File: config.mk
export PLATFORM = sky130hd
export DESIGN_NAME = sipo_deser_flat
export DESIGN_NICKNAME = d
export VERILOG_FILES = /design/src/rtl/sipo_pkg.sv /design/src/rtl/sipo_deser_if.sv /design/src/rtl/sipo_shift_core.sv /design/src/rtl/sipo_deser.sv /design/src/flat_wrapper.sv
export SDC_FILE = /design/constraint.sdc
export NUM_CORES = 1
export LEC_CHECK = 0
export ABC_AREA = 1
export CORE_MARGIN = 5
export CORE_UTILIZATION = 44
export DETAILED_ROUTE_END_ITERATION = 10
export PLACE_DENSITY_LB_ADDON = 0.3
export SLEW_MARGIN = 10
export SYNTH_ARGS = -nofsm -noshare
export SYNTH_HDL_FRONTEND = slang
export SYNTH_SLANG_ARGS = --single-unit
File: constraint.sdc
create_clock -name clk -period 1.69 [get_ports clk]
set_clock_uncertainty 0.2 [all_clocks]
set_input_delay 0.338 -clock clk [delete_from_list [all_inputs] [get_ports clk]]
set_output_delay 0.338 -clock clk [all_outputs]
set_load 0.01 [all_outputs]
File: src/rtl/sipo_pkg.sv
// Shared definitions for the serial-in/parallel-out deserialiser slice.
package sipo_pkg;

  localparam int unsigned SIPO_DEFAULT_WIDTH = 8;

  // Bit-counter width for a given word length.
  function automatic int unsigned sipo_cnt_width(input int unsigned width);
    return (width < 2) ? 1 : $clog2(width);
  endfunction

endpackage

File: src/rtl/sipo_deser_if.sv
// Word handshake between the deserialiser (master) and its consumer (slave).
interface sipo_deser_if
  import sipo_pkg::*;
#(
  parameter int unsigned WIDTH = SIPO_DEFAULT_WIDTH
);

  logic [WIDTH-1:0] word;
  logic             word_valid;
  logic             word_ready;

  modport master (output word, output word_valid, input word_ready);
  modport slave  (input word, input word_valid, output word_ready);

endinterface

File: src/rtl/sipo_shift_core.sv
// Shift register and bit counter; flags the bit that completes a frame.
module sipo_shift_core
  import sipo_pkg::*;
#(
  parameter int unsigned WIDTH     = SIPO_DEFAULT_WIDTH,
  parameter bit          MSB_FIRST = 1'b0,
  localparam int unsigned CW       = sipo_cnt_width(WIDTH)
) (
  input  logic             clk,
  input  logic             rst_n,
  input  logic             clr,
  input  logic             si,
  input  logic             si_en,
  output logic [WIDTH-1:0] q,
  output logic [CW-1:0]    bit_cnt,
  output logic [WIDTH-1:0] q_nxt,
  output logic             frame_done
);

  localparam logic [CW-1:0] LAST = CW'(WIDTH - 1);

  // q_nxt is the value q takes on an accepted bit, so it is also the completed word.
  always_comb begin
    q_nxt = q;
    if (MSB_FIRST) q_nxt = {q[WIDTH-2:0], si};
    else           q_nxt = {si, q[WIDTH-1:1]};
  end

  assign frame_done = si_en && !clr && (bit_cnt == LAST);

  always_ff @(posedge clk or negedge rst_n) begin
    if (!rst_n) begin
      q       <= '0;
      bit_cnt <= '0;
    end else if (clr) begin
      q       <= '0;
      bit_cnt <= '0;
    end else if (si_en) begin
      q       <= q_nxt;
      bit_cnt <= (bit_cnt == LAST) ? '0 : bit_cnt + CW'(1);
    end
  end

endmodule

File: src/rtl/sipo_deser.sv
// Serial-in/parallel-out deserialiser with a one-word holding register and overrun flag.
module sipo_deser
  import sipo_pkg::*;
#(
  parameter int unsigned WIDTH     = SIPO_DEFAULT_WIDTH,
  parameter bit          MSB_FIRST = 1'b0,
  localparam int unsigned CW       = sipo_cnt_width(WIDTH)
) (
  input  logic             clk,
  input  logic             rst_n,
  input  logic             clr,
  input  logic             si,
  input  logic             si_en,
  output logic [WIDTH-1:0] q,
  output logic [CW-1:0]    bit_cnt,
  output logic             overrun,
  sipo_deser_if.master     bus
);

  logic [WIDTH-1:0] q_nxt;
  logic             frame_done;

  sipo_shift_core #(
    .WIDTH     (WIDTH),
    .MSB_FIRST (MSB_FIRST)
  ) u_core (
    .clk        (clk),
    .rst_n      (rst_n),
    .clr        (clr),
    .si         (si),
    .si_en      (si_en),
    .q          (q),
    .bit_cnt    (bit_cnt),
    .q_nxt      (q_nxt),
    .frame_done (frame_done)
  );

  // A completing frame may replace a word being consumed on the same edge;
  // otherwise an unconsumed word is kept and the new one is dropped.
  always_ff @(posedge clk or negedge rst_n) begin
    if (!rst_n) begin
      bus.word       <= '0;
      bus.word_valid <= 1'b0;
      overrun        <= 1'b0;
    end else if (clr) begin
      bus.word_valid <= 1'b0;
      overrun        <= 1'b0;
    end else if (frame_done) begin
      if (!bus.word_valid || bus.word_ready) begin
        bus.word       <= q_nxt;
        bus.word_valid <= 1'b1;
      end else begin
        overrun <= 1'b1;
      end
    end else if (bus.word_valid && bus.word_ready) begin
      bus.word_valid <= 1'b0;
    end
  end

endmodule

File: src/flat_wrapper.sv
// flat-port wrapper written by rule: the top's interface ports become plain ports
module sipo_deser_flat import sipo_pkg::*;
#(
  parameter int unsigned WIDTH     = SIPO_DEFAULT_WIDTH,
  parameter bit          MSB_FIRST = 1'b0,
  localparam int unsigned CW       = sipo_cnt_width(WIDTH)
)
  (clk, rst_n, clr, si, si_en, q, bit_cnt, overrun, bus_word, bus_word_valid, bus_word_ready);
  sipo_deser_if #(.WIDTH(WIDTH)) bus_i ();
  input  logic clk;
  input  logic rst_n;
  input  logic clr;
  input  logic si;
  input  logic si_en;
  output logic [WIDTH-1:0] q;
  output logic [CW-1:0] bit_cnt;
  output logic overrun;
  output wire logic [$bits(bus_i.word)-1:0] bus_word;
  output wire logic [$bits(bus_i.word_valid)-1:0] bus_word_valid;
  input wire logic [$bits(bus_i.word_ready)-1:0] bus_word_ready;
  assign bus_word = bus_i.word;
  assign bus_word_valid = bus_i.word_valid;
  assign bus_i.word_ready = bus_word_ready;
  sipo_deser #(.WIDTH(WIDTH), .MSB_FIRST(MSB_FIRST)) u_core (.clk(clk), .rst_n(rst_n), .clr(clr), .si(si), .si_en(si_en), .q(q), .bit_cnt(bit_cnt), .overrun(overrun), .bus(bus_i));
endmodule
# Yosys cells after proc, flatten, opt, wreduce, memory -nomap -nowiden
# Cells that the tools add are included.
op_classes:
  add_sub_neg: 1
  n_mul: 0
  div: 0
  n_lt_le_gt_ge: 0
  eq_ne: 3
  n_shift: 0
  mux: 12
  bitwise: 1
  reduce_logical: 12
op_table:
  columns: ["cell", "n"]
  rows:
  - ["two-way mux 8 bit", 2]
  - ["two-way mux 3 bit", 3]
  - ["two-way mux 1 bit", 7]
  - ["AND reduction 2 bit", 2]
  - ["nonzero test 2 bit", 2]
  - ["adder 3 x 1 -> 3 bit, second input constant", 1]
  - ["equality test 3 bit, second input constant", 1]
  - ["logical AND 1 bit", 3]
  - ["inequality test 3 bit, second input constant", 1]
  - ["AND reduction 3 bit", 1]
  - ["nonzero test 3 bit", 1]
  - ["logical NOT 1 bit", 2]
  - ["inequality test 2 bit, second input constant", 1]
  - ["logical OR 1 bit", 1]
  - ["inverter 1 bit", 1]
word_totals:
  register_bits: 21
  latchBits: 0
  ramBits: 0
  romBits: 0
  in_bits: 6
  output_inout_bits: 21
  word_cells: 34
  n_memories: 0

# Depth between registers and ports, before layout
logic_depth:
  depth_word: 5
  ltp_mapped: 6
  ltp_nobuf: 5

# Modules after synthesis
# A second synthesis with hierarchy kept.
hier_totals:
  cells_unflattened: 106
  hier_area_um2: 977.2
modules_own_cells:
  columns: ["module", "n_inst", "cells_each", "area_each_um2", "seq_area_each_um2"]
  rows:
  - ["sipo_shift_core", 1, 63, 558.0, 275.3]
  - ["sipo_deser", 1, 43, 419.2, 250.2]

# Worst setup path before layout
# No wires, ideal clock.
synth_path:
  kind: "register to register"
  startpoint: "register u_core.u_core.bit_cnt[0]"
  endpoint: "register u_core.bus.word_valid"
  setup_ps: 126
  arrival_ps: 1114
  required_time_ps: 1364
  path_slack_ps: 250
  path_stages_with_launch: 6
  path_buffers: 1
  synth_period_minus_slack_ps: 1440
  cell_sequence: "dfrtp_1 > ha_1 > ha_1 > buf_2 > nand2_1 > o21ai_0"
synth_between:
  elab_chain_cells: 4
  elab_cells_between_ends: 7
synth_rtl:
  columns: ["item", "line", "source"]
  rows:
  - ["from (decl)", "sipo_shift_core.sv:15", "output logic [CW-1:0] bit_cnt,"]
  - ["from (signal assigned)", "sipo_shift_core.sv:40", "bit_cnt <= (bit_cnt == LAST) ? '0 : bit_cnt + CW'(1);"]
  - ["equality test 3 bit (*)", "sipo_shift_core.sv:29", "assign frame_done = si_en && !clr && (bit_cnt == LAST);"]
  - ["logical AND 1 bit (*)", "sipo_shift_core.sv:29", null]
  - ["inequality test 3 bit (no line) (tied with other cells)", null, null]
  - ["AND reduction 2 bit (no line) or two-way mux 1 bit (tied branches)", null, null]
  - ["to (signal assigned)", "sipo_deser.sv:43", "bus.word_valid <= 1'b0;"]
  - ["to (signal assigned)", "sipo_deser.sv:46", "bus.word_valid <= 1'b0;"]
  - ["to (signal assigned)", "sipo_deser.sv:51", "bus.word_valid <= 1'b1;"]
  - ["to (decl)", "sipo_deser_if.sv:12", "modport master (output word, output word_valid, input word_ready);"]
# Mark *: on every way between the ends. The rest lies on a longest branch, timed or not.
# A chain may end at the register's enable or synchronous reset.

# Worst setup path in the final report
layout_path:
  startpoint: "register u_core.u_core.bit_cnt[0]"
  endpoint: "register u_core.bus.word[0]"
layout_between:
  elab_chain_cells: 3
layout_rtl:
  columns: ["item", "line", "source"]
  rows:
  - ["equality test 3 bit", "sipo_shift_core.sv:29", null]
  - ["logical AND 1 bit", "sipo_shift_core.sv:29", null]
  - ["AND reduction 3 bit (no line)", null, null]
  - ["to (signal assigned)", "sipo_deser.sv:50", "bus.word <= q_nxt;"]
  - ["to (decl)", "sipo_deser_if.sv:12", null]
# No other way between the ends.

==> results.yml <==
cells_and_area:
  synthToLayoutAreaGrowth_pct: 38.82
  final_core_util_pct: 62.63
  fin_nets: 133
  fin_cells: 151
  n_antenna_cell: 0
  layout-drive-gt1-share_pct: 12.90
timing:
  final.setup.tns_ns: 0
  max_slew_margin_pct: 82.13
  slew_viol_final: 0
  worst_pin_slew_ns: 0.2680
  rsz0062_at_grt: "no"
  layout_min_cycle_time_ns: 1.563
  fmax_mhz: 639.8
  setup_slack_ns: 0.1270
  period_share_pct: 92.49
  hold_viol: 0
  setup_viol: 0
synthesis:
  synth_top_area_cell: "dfrtp_1"
  postSynthNetCount: 97
  ys_seq_elements: 21
  yosysWarnings: 0
  synthCells: 89
  yosys.cell_count.top_type: "nand2_1"
  ys_types: 14
  synth_edf_count: 0
  synthTopCellsByArea: "dfrtp_1 61%, nand2_1 12%, nand4_1 5.8%"
  netlist.area_leader.share_pct: 60.61
  ys_seq_area_share_pct: 60.61
  syn_area_per_cell_um2: 9.742
  synthTopCellsByCount: "28 x nand2_1, 21 x dfrtp_1, 9 x inv_1, 8 x nand4_1, 6 x o22ai_1"
  ys_async_sr_fraction_pct: 100.0
  synth_flop_cell: "dfrtp_1"
  syn-cell-area_um2: 867.1
power:
  power_leakage_nw: 0.6889
  power_density_nw_per_um2: 689.0
  vdd_drop_max_v: 0.0004598
  total_power_mw: 0.8293
global_routing:
  grt_pass1_wl_um: 3098
  track_usage_pct: 14.49
  antenna_found_initial: 0
  grt_pass1_vias: 717
  grt_overflow: 0
  grt_max_degree: 22
clock_tree:
  clk_latency_ns: 0.30
  htree_levels: 1
  cts_tree: "built"
  clkSlewWorstSetupHoldPaths_ns: 0.12
  cts.sinks: 21
  cts_buffer_depth: 2
  cts_made_buffers: 3
  cts-root-buf: "clkbuf_4"
place:
  pre_cts_ws_ns: 0.03300
  placed_cells: 145
  io_buffers: 26
  hpwl_um: 1421
  routabilityCongestion: 0.7743
setup_path:
  reg2reg_slack_ns: 0.13
  crit_fanout: 7
  worstSetupPathType: "flip-flop to flip-flop"
  r2r_end: "u_core.bus.word[0]"
  critPathRequiredTime_ns: 1.69
  cp-end-kind: "flip-flop"
  reg2reg_depth: 6
  regToRegStartpoint: "u_core.u_core.bit_cnt[0]"
  crit_arrival_ns: 1.57
  worstSetupStartpointType: "flip-flop"
route:
  vias: 729
  drc: 0
  ant_nets: 0
  drt_iter0_drc: 8
  vias_per_cell: 4.828
  routed_wl_um: 1830
  avgRoutedWirePerCell_um: 12.12
  dr.pass1.iters: 4
die:
  dieHeight_um: 54.39
  die_area_um2: 2958
  core_area_um2: 1922
  dieWidth_um: 54.39
  start_util_pct: 45.12
  row_count: 16
  io_pins: 27
hold_path:
  hold_path_class: "input port to async pin"
outcome:
  status: "finished clean"
flow_run:
  cap_violations: 0
stage by stage:
step / instance area, um^2 / hold WS (ns)
after global placement: 1185 / 0.2575
after global routing: 1204 / 0.1780
final: 1204 / 0.1614
after CTS: 1201 / 0.1619
after detailed placement: 1185 / 0.2681
after floorplan: 867.1 / -0.1576
report_power, final:
group          leakage, nW  internal [mW]  switching, mW  total [mW]
Combinational        0.380         0.0353         0.0427      0.0779
Sequential           0.291          0.509        0.00480       0.514
Clock               0.0177         0.0881          0.149       0.237
worst max-delay path, cell delays in order (launching register included):
cell	delay, ns
dfrtp_1	0.40
buf_4	0.14
ha_1	0.19
ha_2	0.21
buf_4	0.16
nand4_1	0.09
nand2_1	0.06
repair_timing:
action	in CTS	in global routing
resized for setup	21	1
cloned	0	0
endpoints found under the setup margin	21	4
hold buffers	0	0
buffers inserted	2	0
layout make-up:
| class | count | area (um^2) |
|---|---|---|
| Fill cell | 171 | 718.2 |
| Inverter | 10 | 37.54 |
| Clock buffer | 3 | 22.52 |
| Tap cell | 27 | 33.78 |
| Multi-Input combinational cell | 55 | 285.3 |
| Sequential cell | 21 | 525.5 |
| Timing Repair Buffer | 34 | 294.0 |
| Clock inverter | 1 | 5.005 |
per-layer routing:
layer	GRT usage [%]	vias up	share of wire [%]
met5	0	-	0
met3	2.452	2	3.6
li1	-	368	-
met2	24.30	11	50
met1	18.24	348	46
met4	6.224	0	0.38
how the worst max path moves through the flow:
stage / start / endpoint / slack (ns) / cells past startpoint
final: u_core.u_core.bit_cnt[0] / u_core.bus.word[0] / 0.13 / 6
after global routing: u_core.u_core.bit_cnt[0] / u_core.bus.word[6] / 0.05 / 6
after CTS: u_core.u_core.bit_cnt[0] / u_core.bus.word[0] / 0.06 / 6
after detailed placement: si_en / u_core.bus.word[0] / 0.03 / 6
after global placement: clr / u_core.u_core.q[0] / 0.05 / 4
after floorplan: u_core.u_core.bit_cnt[0] / u_core.bus.word_valid / 0.25 / 5
placed cells by master (no fill, tap or decap), types with 3 or more instances in the layout:
master / netlist / layout
nand2_1: 28 / 28
dlygate4sd2_1: 0 / 21
dfrtp_1: 21 / 21
inv_1: 9 / 9
nand4_1: 8 / 8
buf_4: 0 / 8
o22ai_1: 6 / 6
clkdlybuf4s50_1: 0 / 5
nand3_1: 4 / 4
o21ai_0: 4 / 4
clkbuf_4: 0 / 3
sequential cells by signal, summed over array words and instances, names as in the netlist:
| name | flops |
|---|---|
| u_core.bus.word | 8 |
| u_core.u_core.q | 8 |
| u_core.overrun | 1 |
| u_core.bus.word_valid | 1 |
| u_core.u_core.bit_cnt | 3 |
cell families after synthesis:
kind of cell,Yosys count,synth area share (%)
AOI/OAI and AO/OA,10,6.638
and+or+nand+nor,43,23.09
buffers and inverters,13,6.781
adders and majority gates,2,2.886
DFF,21,60.61
(Power assumes the default switching activity.)
